### src/rtl/mem_access.sv
// MEM stage of the pipeline: drives the data bus for loads/stores, aligns load data,
// and loads the MEM/WB register. Bus handshake: dmem_req held with stable payload until a one-cycle dmem_ack.
module mem_access #(
   parameter int TIMEOUT_CYCLES = 16
) (
   input  logic        clk,
   input  logic        rst,
   input  logic        valid_mem,
   input  logic [31:0] alu_result_mem,
   input  logic [31:0] store_data_mem,
   input  logic [2:0]  funct3_mem,
   input  logic        memread_mem,
   input  logic        memwrite_mem,
   input  logic        regwrite_mem,
   input  logic [4:0]  rd_mem,
   output logic        dmem_req,
   output logic        dmem_we,
   output logic [31:0] dmem_addr,
   output logic [31:0] dmem_wdata,
   output logic [3:0]  dmem_be,
   input  logic        dmem_ack,
   input  logic [31:0] dmem_rdata,
   output logic        stall_mem,
   output logic [31:0] wb_data_mem,
   output logic        fault_mem,
   output logic [4:0]  rd_wb,
   output logic        regwrite_wb,
   output logic [31:0] write_data_wb
);

   localparam logic [1:0] IDLE = 2'd0;
   localparam logic [1:0] REQ  = 2'd1;
   localparam logic [1:0] DONE = 2'd2;
   localparam int CW = $clog2(TIMEOUT_CYCLES + 1);

   logic [1:0]    state;
   logic [CW-1:0] cnt;
   logic          tmo_flag;
   logic [31:0]   rdata_q;
   logic          mem_op, size_ok, f3_ok, legal, start, commit;
   logic [3:0]    be_next;
   logic [31:0]   wdata_next, lane, load_val;

   always_comb begin
      mem_op = valid_mem & (memread_mem | memwrite_mem);
      case (funct3_mem[1:0])
         2'b00:   size_ok = 1'b1;
         2'b01:   size_ok = ~alu_result_mem[0];
         2'b10:   size_ok = (alu_result_mem[1:0] == 2'b00);
         default: size_ok = 1'b0;
      endcase
      if (memread_mem)
         f3_ok = (funct3_mem[1:0] != 2'b11) && (funct3_mem[2:1] != 2'b11);
      else
         f3_ok = ~funct3_mem[2] && (funct3_mem[1:0] != 2'b11);
      legal = ~(memread_mem & memwrite_mem) & f3_ok & size_ok;
      // tmo_flag marks the cycle right after a timeout: the stuck instruction drains, no retry.
      start = rst & (state == IDLE) & mem_op & legal & ~tmo_flag;
      stall_mem = start | (state == REQ);
      fault_mem = rst & (((state == IDLE) & mem_op & ~legal) | tmo_flag);
      dmem_req = (state == REQ);
      wb_data_mem = alu_result_mem;

      case (funct3_mem[1:0])
         2'b00: begin
            be_next    = 4'b0001 << alu_result_mem[1:0];
            wdata_next = {4{store_data_mem[7:0]}};
         end
         2'b01: begin
            be_next    = 4'b0011 << alu_result_mem[1:0];
            wdata_next = {2{store_data_mem[15:0]}};
         end
         default: begin
            be_next    = 4'b1111;
            wdata_next = store_data_mem;
         end
      endcase

      lane = rdata_q >> {alu_result_mem[1:0], 3'b000};
      case (funct3_mem)
         3'b000:  load_val = {{24{lane[7]}}, lane[7:0]};
         3'b001:  load_val = {{16{lane[15]}}, lane[15:0]};
         3'b100:  load_val = {24'd0, lane[7:0]};
         3'b101:  load_val = {16'd0, lane[15:0]};
         default: load_val = lane;
      endcase

      commit = valid_mem & ~tmo_flag & ((state == DONE) | ~(memread_mem | memwrite_mem));
   end

   always_ff @(posedge clk or negedge rst) begin
      if (!rst) begin
         state      <= IDLE;
         cnt        <= '0;
         tmo_flag   <= 1'b0;
         rdata_q    <= '0;
         dmem_we    <= 1'b0;
         dmem_be    <= 4'b0000;
         dmem_addr  <= '0;
         dmem_wdata <= '0;
      end else begin
         tmo_flag <= 1'b0;
         case (state)
            IDLE: if (start) begin
               state      <= REQ;
               cnt        <= '0;
               dmem_addr  <= {alu_result_mem[31:2], 2'b00};
               dmem_we    <= memwrite_mem;
               dmem_wdata <= wdata_next;
               dmem_be    <= be_next;
            end
            REQ: begin
               if (dmem_ack) begin
                  rdata_q <= dmem_rdata;
                  state   <= DONE;
                  dmem_we <= 1'b0;
                  dmem_be <= 4'b0000;
               end else if (cnt == CW'(TIMEOUT_CYCLES - 1)) begin
                  state    <= IDLE;
                  tmo_flag <= 1'b1;
                  dmem_we  <= 1'b0;
                  dmem_be  <= 4'b0000;
               end else begin
                  cnt <= cnt + 1'b1;
               end
            end
            DONE:    state <= IDLE;
            default: state <= IDLE;
         endcase
      end
   end

   // Stalls, faults and bubbles all collapse into commit=0, so only regwrite needs gating.
   always_ff @(posedge clk or negedge rst) begin
      if (!rst) begin
         rd_wb         <= 5'd0;
         regwrite_wb   <= 1'b0;
         write_data_wb <= '0;
      end else begin
         rd_wb         <= rd_mem;
         regwrite_wb   <= commit & regwrite_mem & ~memwrite_mem & (rd_mem != 5'd0);
         write_data_wb <= ((state == DONE) && memread_mem) ? load_val : alu_result_mem;
      end
   end

endmodule

### config.mk
export PLATFORM = sky130hd
export DESIGN_NAME = mem_access
export DESIGN_NICKNAME = d
export VERILOG_FILES = /design/src/rtl/mem_access.sv
export SDC_FILE = /design/constraint.sdc
export NUM_CORES = 1
export LEC_CHECK = 0
export CAP_MARGIN = 20
export CELL_PAD_IN_SITES_DETAIL_PLACEMENT = 1
export CELL_PAD_IN_SITES_GLOBAL_PLACEMENT = 1
export CORE_MARGIN = 2
export CORE_UTILIZATION = 37
export DETAILED_ROUTE_END_ITERATION = 10
export HOLD_SLACK_MARGIN = 0.1
export PLACE_DENSITY_LB_ADDON = 0.1
export SKIP_CTS_REPAIR_TIMING = 1
export SKIP_LAST_GASP = 1
export SYNTH_ARGS = -nofsm -noshare
export SYNTH_HDL_FRONTEND = slang
export SYNTH_SLANG_ARGS = --single-unit
### constraint.sdc
create_clock -name clk -period 4.8 [get_ports clk]
set_clock_uncertainty 0.2 [all_clocks]
set_input_delay 0.48 -clock clk [delete_from_list [all_inputs] [get_ports clk]]
set_output_delay 0.48 -clock clk [all_outputs]
set_load 0.02 [all_outputs]
[Word level (Yosys, flattened, before mapping)]
Cells that the tools add are included.
Word-level totals
  input bits: 111
  flip-flop bits (word level): 145
  output and inout port bits: 142
Operators by class
  add/subtract/negate cells: 1
  reduce and logical (&&, ||, !) cells: 14
  shift operators: 3
  bitwise operators: 27
  muxes and demuxes: 25
  eq/ne operators: 14
Operators by type and width (count)
  32-bit one-hot mux with 4 select lines: 1
  32-bit one-hot mux with 2 select lines: 1
  32-bit two-way mux: 1
  32-bit by 5-bit >> shifter with 32-bit output: 1
  1-bit bitwise AND: 16
  4-bit one-hot mux with 2 select lines: 2
  5-bit two-way mux: 3
  4-bit two-way mux: 3
  2-bit != test (second input constant): 5
  5-bit one-hot mux with 2 select lines: 1
  1-bit two-way mux: 7
  1-bit NOT: 7
  3-bit == test (second input constant): 2
  2-bit logical NOT: 3
  2-bit two-way mux: 3
  2-bit AND reduction: 3
  5-bit by 1-bit adder with 5-bit output (second input constant): 1
  5-bit by 4-bit == test with 1-bit output (second input constant): 1
  5-bit nonzero test: 1
  2-bit by 1-bit == test with 1-bit output (second input constant): 2
  2-bit == test (second input constant): 2
  1-bit bitwise OR: 4
  2-bit one-hot mux with 2 select lines: 1
  4-bit AND reduction: 1
  other kinds (10): 12

[Longest topological paths before layout]
Gate-level depths: netlist (run 1).
  depth after elaboration: 9
  gate-level depth with buffers: 7
  gate-level depth less buffers: 7

[Worst setup path after synthesis (run 1)]
Ideal clock, no wire load.
  path type: input to output
  start: in funct3_mem[0]
  end: out stall_mem
  setup slack: 2.674 ns
  required time: 4.120 ns
  data arrival time: 1.446 ns
  path buffers: 1
  stages: 4
  cell sequence: buf_2 > o31ai_2 > nand3_2 > o22ai_1
Between the ends
  longest elaborated chain between the ends: 8
Ends and longest elaborated chain
  from (decl): line 11  | input logic [2:0] funct3_mem,
  2-bit != test: line 53, 55
  1-bit logical AND, on equally long branches: line 55, 53
  1-bit two-way mux: line 52  | if (memread_mem)
  1-bit bitwise AND: line 56  | legal = ~(memread_mem & memwrite_mem) & f3_ok & size_ok;
  1-bit bitwise AND *: line 56
  1-bit bitwise AND * (2 in series): line 58  | start = rst & (state == IDLE) & mem_op & legal & ~tmo_flag;
  1-bit bitwise OR *: line 59  | stall_mem = start | (state == REQ);
  to (decl): line 23  | output logic stall_mem,
Mark *: on every way between the ends. The rest lies on a longest branch, timed or not.

[Final worst setup path (run 1)]
  start: in rst
  end: out stall_mem
Between the ends
  longest elaborated chain between the ends: 5
Ends and longest elaborated chain
  from (decl): line 7  | input logic rst,
  1-bit bitwise AND (4 in series): line 58
  1-bit bitwise OR: line 59
Every way passes these cells.

==> metrics.md, run 1 <==
| Metric | Value |
|---|---|
| Initial antenna violation count | `0` |
| Final WS setup | `approximately 1.2 ns` |
| CTS max path bufs | `2` |
| GPL Wtd Cong | `approximately 0.79` |
| Hold_ws | `0.283 ns` |
| First-pass GRT wire length | `31,700 um` |
| CTS buffer count | `17` |
| DR vias | `approximately 5,200` |
| Ports | `~250` |
| Worst-Skew Late Latency | `between 0.4 and 0.5 ns` |
| H-Tree Depth | `4` |
| Post-Route Setup TNS | `0 ns` |
| GRT Total Usage | `0.208` |
| Fraction of layout cells with a size suffix above 1 | `0.116` |
| Fin crit share | `0.754` |
| Buf+Inv Stages, Crit Path | `3` |
| CTS tree | `yes` |
| Initial DRC Count | `approximately 190` |
| Critical path type | `in2out` |
| Core ar. | `around 0.018 mm^2` |
| Total Power | `around 0.0043 W` |
| Status | `completed` |
| Die ar. | `approximately 0.02 mm^2` |
| Drt first pass iters | `4` |
| Vias/cell | `4.99` |
| Minimum clock period | `3.62 ns` |
| Rows | `just under 50` |
| Routed Antenna Nets | `0` |
| Power per cell area | `442 mW/mm^2` |
| CP required | `around 4 ns` |
| Final hold vios | `0` |
| Synth unique cells | `44` |
| # diodes | `0` |
| Number of global-route vias before repair | `5,685` |
| Grt total ovfl | `0` |
| Synthesized area | `between 0.006 and 0.007 mm^2` |
| Main synth FF type | `dfrtp_1` |
| Sequential-to-total area share from yosys stat | `0.533` |
| Critical Path End Type | `output port` |
| Crit Path Max Fanout | `72` |
| Avg Cell Area, Syn | `roughly 12 um^2` |
| Largest net degree at the start of global routing | `77` |
| Layout area overhead | `43.7%` |
| CTS Root Buffer Type | `clkbuf_16` |
| Max Cap Violations | `0` |
| Post-synth EDFFs | `0` |
| HP Class | `reg2reg` |
| Yosys reg bits | `around 150` |
| Final core occ | `0.543` |
| Leak | `~4.3 nW` |
| # DRC | `0` |
| Pre-CTS setup slack | `around 1.6 ns` |
| Final net count | `roughly 900` |
| Slowest CP cell | `clkdlybuf4s50_1` |
| Fraction of registers with async set/reset | `1.00` |
| Port bufs | `250` |
| Clock slew seen by the registers of the worst setup and hold paths | `roughly 0.060 ns` |
| Worst-Margin Slew | `0.970 ns` |
| DP HPWL | `~15,000 um` |
| Crit path cell chain | `dlygate4sd3_1, buf_6, nand4b_1, o22ai_1, clkdlybuf4s50_1` |
| Syn. warnings | `0` |
| FMAX | `approximately 0.28 GHz` |
| Unrepaired setup endpoints after global routing | `no` |
| WL final | `20,000 um` |
| Die W | `around 140 um` |
| Filler Cell Count | `1,851` |
| Top cell family by delay on the critical path | `buffers and inverters` |
| Initial core utilization | `0.378` |
| Largest stage delay on the critical path | `~0.64 ns` |
| Clock Sinks | `between 100 and 150` |
| DR WL/cell | `approximately 19 um` |
| Max_slew headroom | `0.353` |
| Synth Instances | `580` |
| CP arrival | `2.94 ns` |
| Type of origin of the critical path | `input port` |
| Max-slew violations | `0` |
| Worst vdd ir | `approximately 220 uV` |
| Die Span Y | `between 100 and 150 um` |
| Final Setup Violations | `0` |
Yosys cell counts, drive strengths merged (2+ instances only):
cell	number	share of area
dfrtp	145	0.53
mux2	110	0.18
buf	56	0.060
nand2	55	0.030
nor2	50	0.030
mux2i	29	0.043
a21oi	27	0.020
o21ai	24	0.018
clkbuf	11	0.0061
o22a	9	0.012
and2	7	0.0064
inv	7	0.0039
o211ai	5	0.0055
nor2b	4	0.0037
o31ai	4	0.0051
a211oi	3	0.0033
nor3	3	0.0022
a31oi	2	0.0018
and3	2	0.0018
ha	2	0.0037
nand2b	2	0.0018
nand3	2	0.0022
nand4b	2	0.0026
o311ai	2	0.0026
o31a	2	0.0026
or2	2	0.0018
or3	2	0.0018
xor2	2	0.0026
registers in the layout, indices dropped and copies added, names as in the netlist:
| signal | cells |
|---|---|
| cnt | 5 |
| dmem_addr | 30 |
| dmem_be | 4 |
| dmem_wdata | 32 |
| dmem_we | 1 |
| rd_wb | 5 |
| rdata_q | 32 |
| regwrite_wb | 1 |
| state | 2 |
| tmo_flag | 1 |
| write_data_wb | 32 |
layout make-up:
class / instances / area (um^2) / area share
clock inverter: 12 / 108 / 0.0110
sequential: 145 / 3630 / 0.371
timing repair buffer: 258 / 2570 / 0.263
inverter: 7 / 26.3 / 0.00268
clock buffer: 20 / 457 / 0.0467
multi-input combinational: 362 / 2710 / 0.277
tap: 229 / 287 / 0.0293
cells in the final DEF, fill, tap and decap left out, drive strengths merged, types with 3 or more instances in the layout:
| master | n |
|---|---|
| clkdlybuf4s50 | 248 |
| dfrtp | 145 |
| mux2 | 110 |
| nand2 | 55 |
| nor2 | 50 |
| mux2i | 29 |
| a21oi | 27 |
| o21ai | 24 |
| clkbuf | 21 |
| o22a | 9 |
| inv | 9 |
| buf | 8 |
| and2 | 7 |
| clkinv | 6 |
| o211ai | 5 |
| nor2b | 4 |
| o31ai | 4 |
| a211oi | 3 |
| nor3 | 3 |
| clkinvlp | 3 |
power breakdown:
part           switching (W)  leakage (nW)  internal [W]
sequential          0.000201          1.77       0.00153
combinational       0.000629          2.21      0.000695
clock               0.000529         0.273      0.000741
total                0.00136          4.26       0.00297
final timing paths:
path / startpoint / to / slack [ns] / cells after the start
setup reg to reg: state[1] / dmem_wdata[29] / 2.18 / 5
hold / removal: dmem_wdata[7] / dmem_wdata[7] / 0.28 / 1
max in group asynchronous: rst / rdata_q[24] / 2.47 / 3
hold reg to reg: dmem_wdata[7] / dmem_wdata[7] / 0.28 / 1
setup / recovery: rst / stall_mem / 1.18 / 5
min in group asynchronous: rst / rd_wb[3] / 0.45 / 2
through the flow:
| stage | instances | cell area, um^2 |
|---|---|---|
| floorplan | 581 | 6820 |
| global placement | 1000 | 9220 |
| detailed placement | 1000 | 9220 |
| finish | 1033 | 9790 |
| global route | 1033 | 9790 |
| CTS | 1032 | 9780 |
kinds of logic (layout without fill, tap and decap cells):
logic type               Yosys count  count (layout)  share of synthesized area
XOR/XNOR                           2               2                    0.00257
AND/OR/NAND/NOR                  136             136                     0.0929
multiplexers                     139             139                      0.224
other                              1               2                   0.000550
buffers and inverters             74             297                     0.0703
AO/OA/AOI/OAI                     81              81                     0.0731
adder cells (fa/ha/maj)            2               2                    0.00367
flip-flops                       145             145                      0.533
per-layer routing:
metal	routed length, um	vias up	GRT usage	share of wire
li1	-	2394	-	-
met1	8220	2595	0.258	0.41
met2	10600	148	0.365	0.53
met3	943	17	0.0437	0.047
met4	288	0	0.0605	0.014
met5	0	-	0	0
Note: power is estimated with default switching activity, not from simulation.
==> run 2, diff against run 1 <==
Settings changed: CORE_UTILIZATION 37 to 34.
Clock period 4.8 ns to 3.8 ns, I/O delays scaled along.
==> metrics.md, run 2 (same netlist as run 1, synthesis figures left out) <==
| Metric | Value |
|---|---|
| Status | `completed (unchanged)` |
| CTS max path bufs | `2 (unchanged)` |
| Clock Sinks | `145 (unchanged)` |
| Clock slew seen by the registers of the worst setup and hold paths | `0.06 ns (about the same)` |
| Max_slew headroom | `0.365 (was 0.353)` |
| Initial DRC Count | `178 (was 189)` |
| # diodes | `0 (unchanged)` |
| Area after DPL | `0.00929 mm^2 (was 0.00922 mm^2)` |
| Post-route cell area | `0.00989 mm^2 (was 0.00979 mm^2)` |
| Final hold vios | `0 (unchanged)` |
| Leak | `4.28 nW (was 4.26 nW)` |
| Filler Cell Count | `2,093 (was 1,851)` |
| Fraction of layout cells with a size suffix above 1 | `0.121 (was 0.116)` |
| Placed cells | `1,040 (was 1,000)` |
| Clock share of power | `0.294 (about the same)` |
| CTS buffer count | `17 (unchanged)` |
| Critical Path End Type | `output port (unchanged)` |
| Power per cell area | `553 mW/mm^2 (was 442 mW/mm^2)` |
| CP arrival | `2.51 ns (was 2.94 ns)` |
| Routed Antenna Nets | `0 (unchanged)` |
| Rows | `51 (was 49)` |
| Die W | `146 um (was 140 um)` |
| Switching share of power | `0.315 (was 0.314)` |
| FMAX | `between 0.3 and 0.4 GHz` |
| Commonest cells after routing, fill and taps aside | `248 x clkdlybuf4s50_1, 145 x dfrtp_1, 61 x mux2_1 (unchanged)` |
| Slowest CP cell | `buf_4 (was clkdlybuf4s50_1)` |
| Max Cap Violations | `0 (unchanged)` |
| Top cell family by delay on the critical path | `buffers and inverters (unchanged)` |
| Regs by FF count | `dmem_wdata: 32 flops, rdata_q: 32 flops, write_data_wb: 32 flops (unchanged)` |
| Initial core utilization | `0.348 (was 0.378)` |
| HP Class | `in2reg (was reg2reg)` |
| WL met1 | `8450 um (was 8220 um)` |
| DR WL/cell | `19.5 um (was 19.4 um)` |
| Highest routed layer | `met4 (unchanged)` |
| GPL Wtd Cong | `0.772 (was 0.788)` |
| WL final | `20,900 um (was 20,000 um)` |
| Met2 routed WL | `11,200 um (was 10,600 um)` |
| Post-Route Setup TNS | `0 ns (unchanged)` |
| CTS Root Buffer Type | `clkbuf_16 (unchanged)` |
| CTS tree | `yes (unchanged)` |
| Core ar. | `0.0196 mm^2 (was 0.0180 mm^2)` |
| Worst-Margin Slew | `0.950 ns (was 0.970 ns)` |
| Port bufs | `250 (unchanged)` |
| Final net count | `909 (was 904)` |
| Reg power frac | `0.398 (was 0.400)` |
| Layout area overhead | `45.2% (was 43.7%)` |
| Int Pwr | `0.00375 W (was 0.00297 W)` |
| Number of global-route vias before repair | `5,750 (was 5,685)` |
| Most common cell after layout, fill and taps aside | `clkdlybuf4s50_1 (unchanged)` |
| Hold_ws | `0.230 ns (was 0.283 ns)` |
| Crit Path Max Fanout | `61 (was 72)` |
| First-pass GRT wire length | `33,200 um (was 31,700 um)` |
| Worst-Skew Late Latency | `0.42 ns (about the same)` |
| Largest stage delay on the critical path | `0.61 ns (was 0.64 ns)` |
| Crit path cell chain | `dlygate4sd3_1, buf_6, buf_4, nor2b_1, clkdlybuf4s50_1 (was dlygate4sd3_1, buf_6, nand4b_1, o22ai_1, clkdlybuf4s50_1)` |
| Initial antenna violation count | `0 (unchanged)` |
| # DRC | `0 (unchanged)` |
| Comb pwr share | `0.308 (was 0.306)` |
| Largest net degree at the start of global routing | `87 (was 77)` |
| Final non-filler cell total | `1,074 (was 1,033)` |
| Unrepaired setup endpoints after global routing | `no (unchanged)` |
| Ports | `253 (unchanged)` |
| DP HPWL | `15,400 um (was 14,700 um)` |
| Drt first pass iters | `4 (unchanged)` |
| Minimum clock period | `about 3.1 ns` |
| Fin crit share | `0.813` |
| Critical path type | `in2out (unchanged)` |
| Sw Pwr | `0.00172 W (was 0.00136 W)` |
| Final Setup Violations | `0 (unchanged)` |
| Vias/cell | `4.85 (was 4.99)` |
| Die ar. | `0.0212 mm^2 (was 0.0195 mm^2)` |
| Worst vdd ir | `304 uV (was 222 uV)` |
| Type of origin of the critical path | `input port (unchanged)` |
| Buf+Inv Stages, Crit Path | `4 (was 3)` |
| Final core occ | `0.505 (was 0.543)` |
| Die Span Y | `146 um (was 140 um)` |
| DR WL met3 | `1050 um (was 943 um)` |
| Max-slew violations | `0 (unchanged)` |
| H-Tree Depth | `4 (unchanged)` |
| Grt total ovfl | `0 (unchanged)` |
| DR vias | `5,207 (was 5,154)` |
| GRT Total Usage | `0.201 (was 0.208)` |
| CP required | `3.22 ns (was 4.12 ns)` |
-- run 2: cell types whose count changed in the layout (fill, tap and decap cells not counted) --
cell,previous run,this run
clkinv_2,4,3
buf_16,0,1
clkinvlp_4,3,5
clkinv_4,2,1
buf_4,6,10
clkbuf_2,1,0
buf_2,0,1
-- run 2: final timing paths --
kind | start | to | slack [ns] | depth (start not counted)
worst max-delay path | rst | fault_mem | 0.71 | 5
worst min-delay path | rd_mem[2] | rd_wb[2] | 0.23 | 1
max in group asynchronous | rst | write_data_wb[15] | 1.63 | 5
worst min register to register | dmem_wdata[6] | dmem_wdata[6] | 0.29 | 1
min in group asynchronous | rst | rd_wb[0] | 0.49 | 3
worst max register to register | state[1] | dmem_wdata[10] | 1.24 | 5
-- run 2: power groups by stage --
| stage | Clock, W | Combinational (W) | Sequential, W |
|---|---|---|---|
| 4_1_cts | 0.00165 | 0.00171 | 0.00218 |
| 5_1_grt | 0.00173 | 0.00181 | 0.00223 |
| 6_report | 0.00161 | 0.00168 | 0.00218 |
| 2_1_floorplan | 0 | 0.000559 | 0.00245 |
| 3_5_place_dp | 0 | 0.00170 | 0.00221 |
| 3_3_place_gp | 0 | 0.00166 | 0.00219 |
-- run 2: cell type report --
| class | instances | area (um^2) | share of cell area |
|---|---|---|---|
| Inverter | 7 | 26.3 | 0.00266 |
| Sequential cell | 145 | 3630 | 0.367 |
| Tap cell | 265 | 332 | 0.0335 |
| Multi-Input combinational cell | 362 | 2710 | 0.274 |
| Timing Repair Buffer | 263 | 2630 | 0.266 |
| Clock buffer | 20 | 457 | 0.0462 |
| Clock inverter | 12 | 109 | 0.0110 |
-- run 2: per-layer routing --
metal	vias up	GRT usage
met3	12	0.0574
met1	2654	0.230
met4	0	0.0475
li1	2409	-
met5	-	0
met2	132	0.372
-- run 2: stage by stage --
| step | power (W) | worst slack [ns] |
|---|---|---|
| 3_3_place_gp | 0.00385 | 0.810 |
| 6_report | 0.00547 | 0.710 |
| 5_1_grt | 0.00576 | 0.512 |
| 4_1_cts | 0.00554 | 0.811 |
| 2_1_floorplan | 0.00301 | 1.77 |
| 3_5_place_dp | 0.00391 | 0.721 |
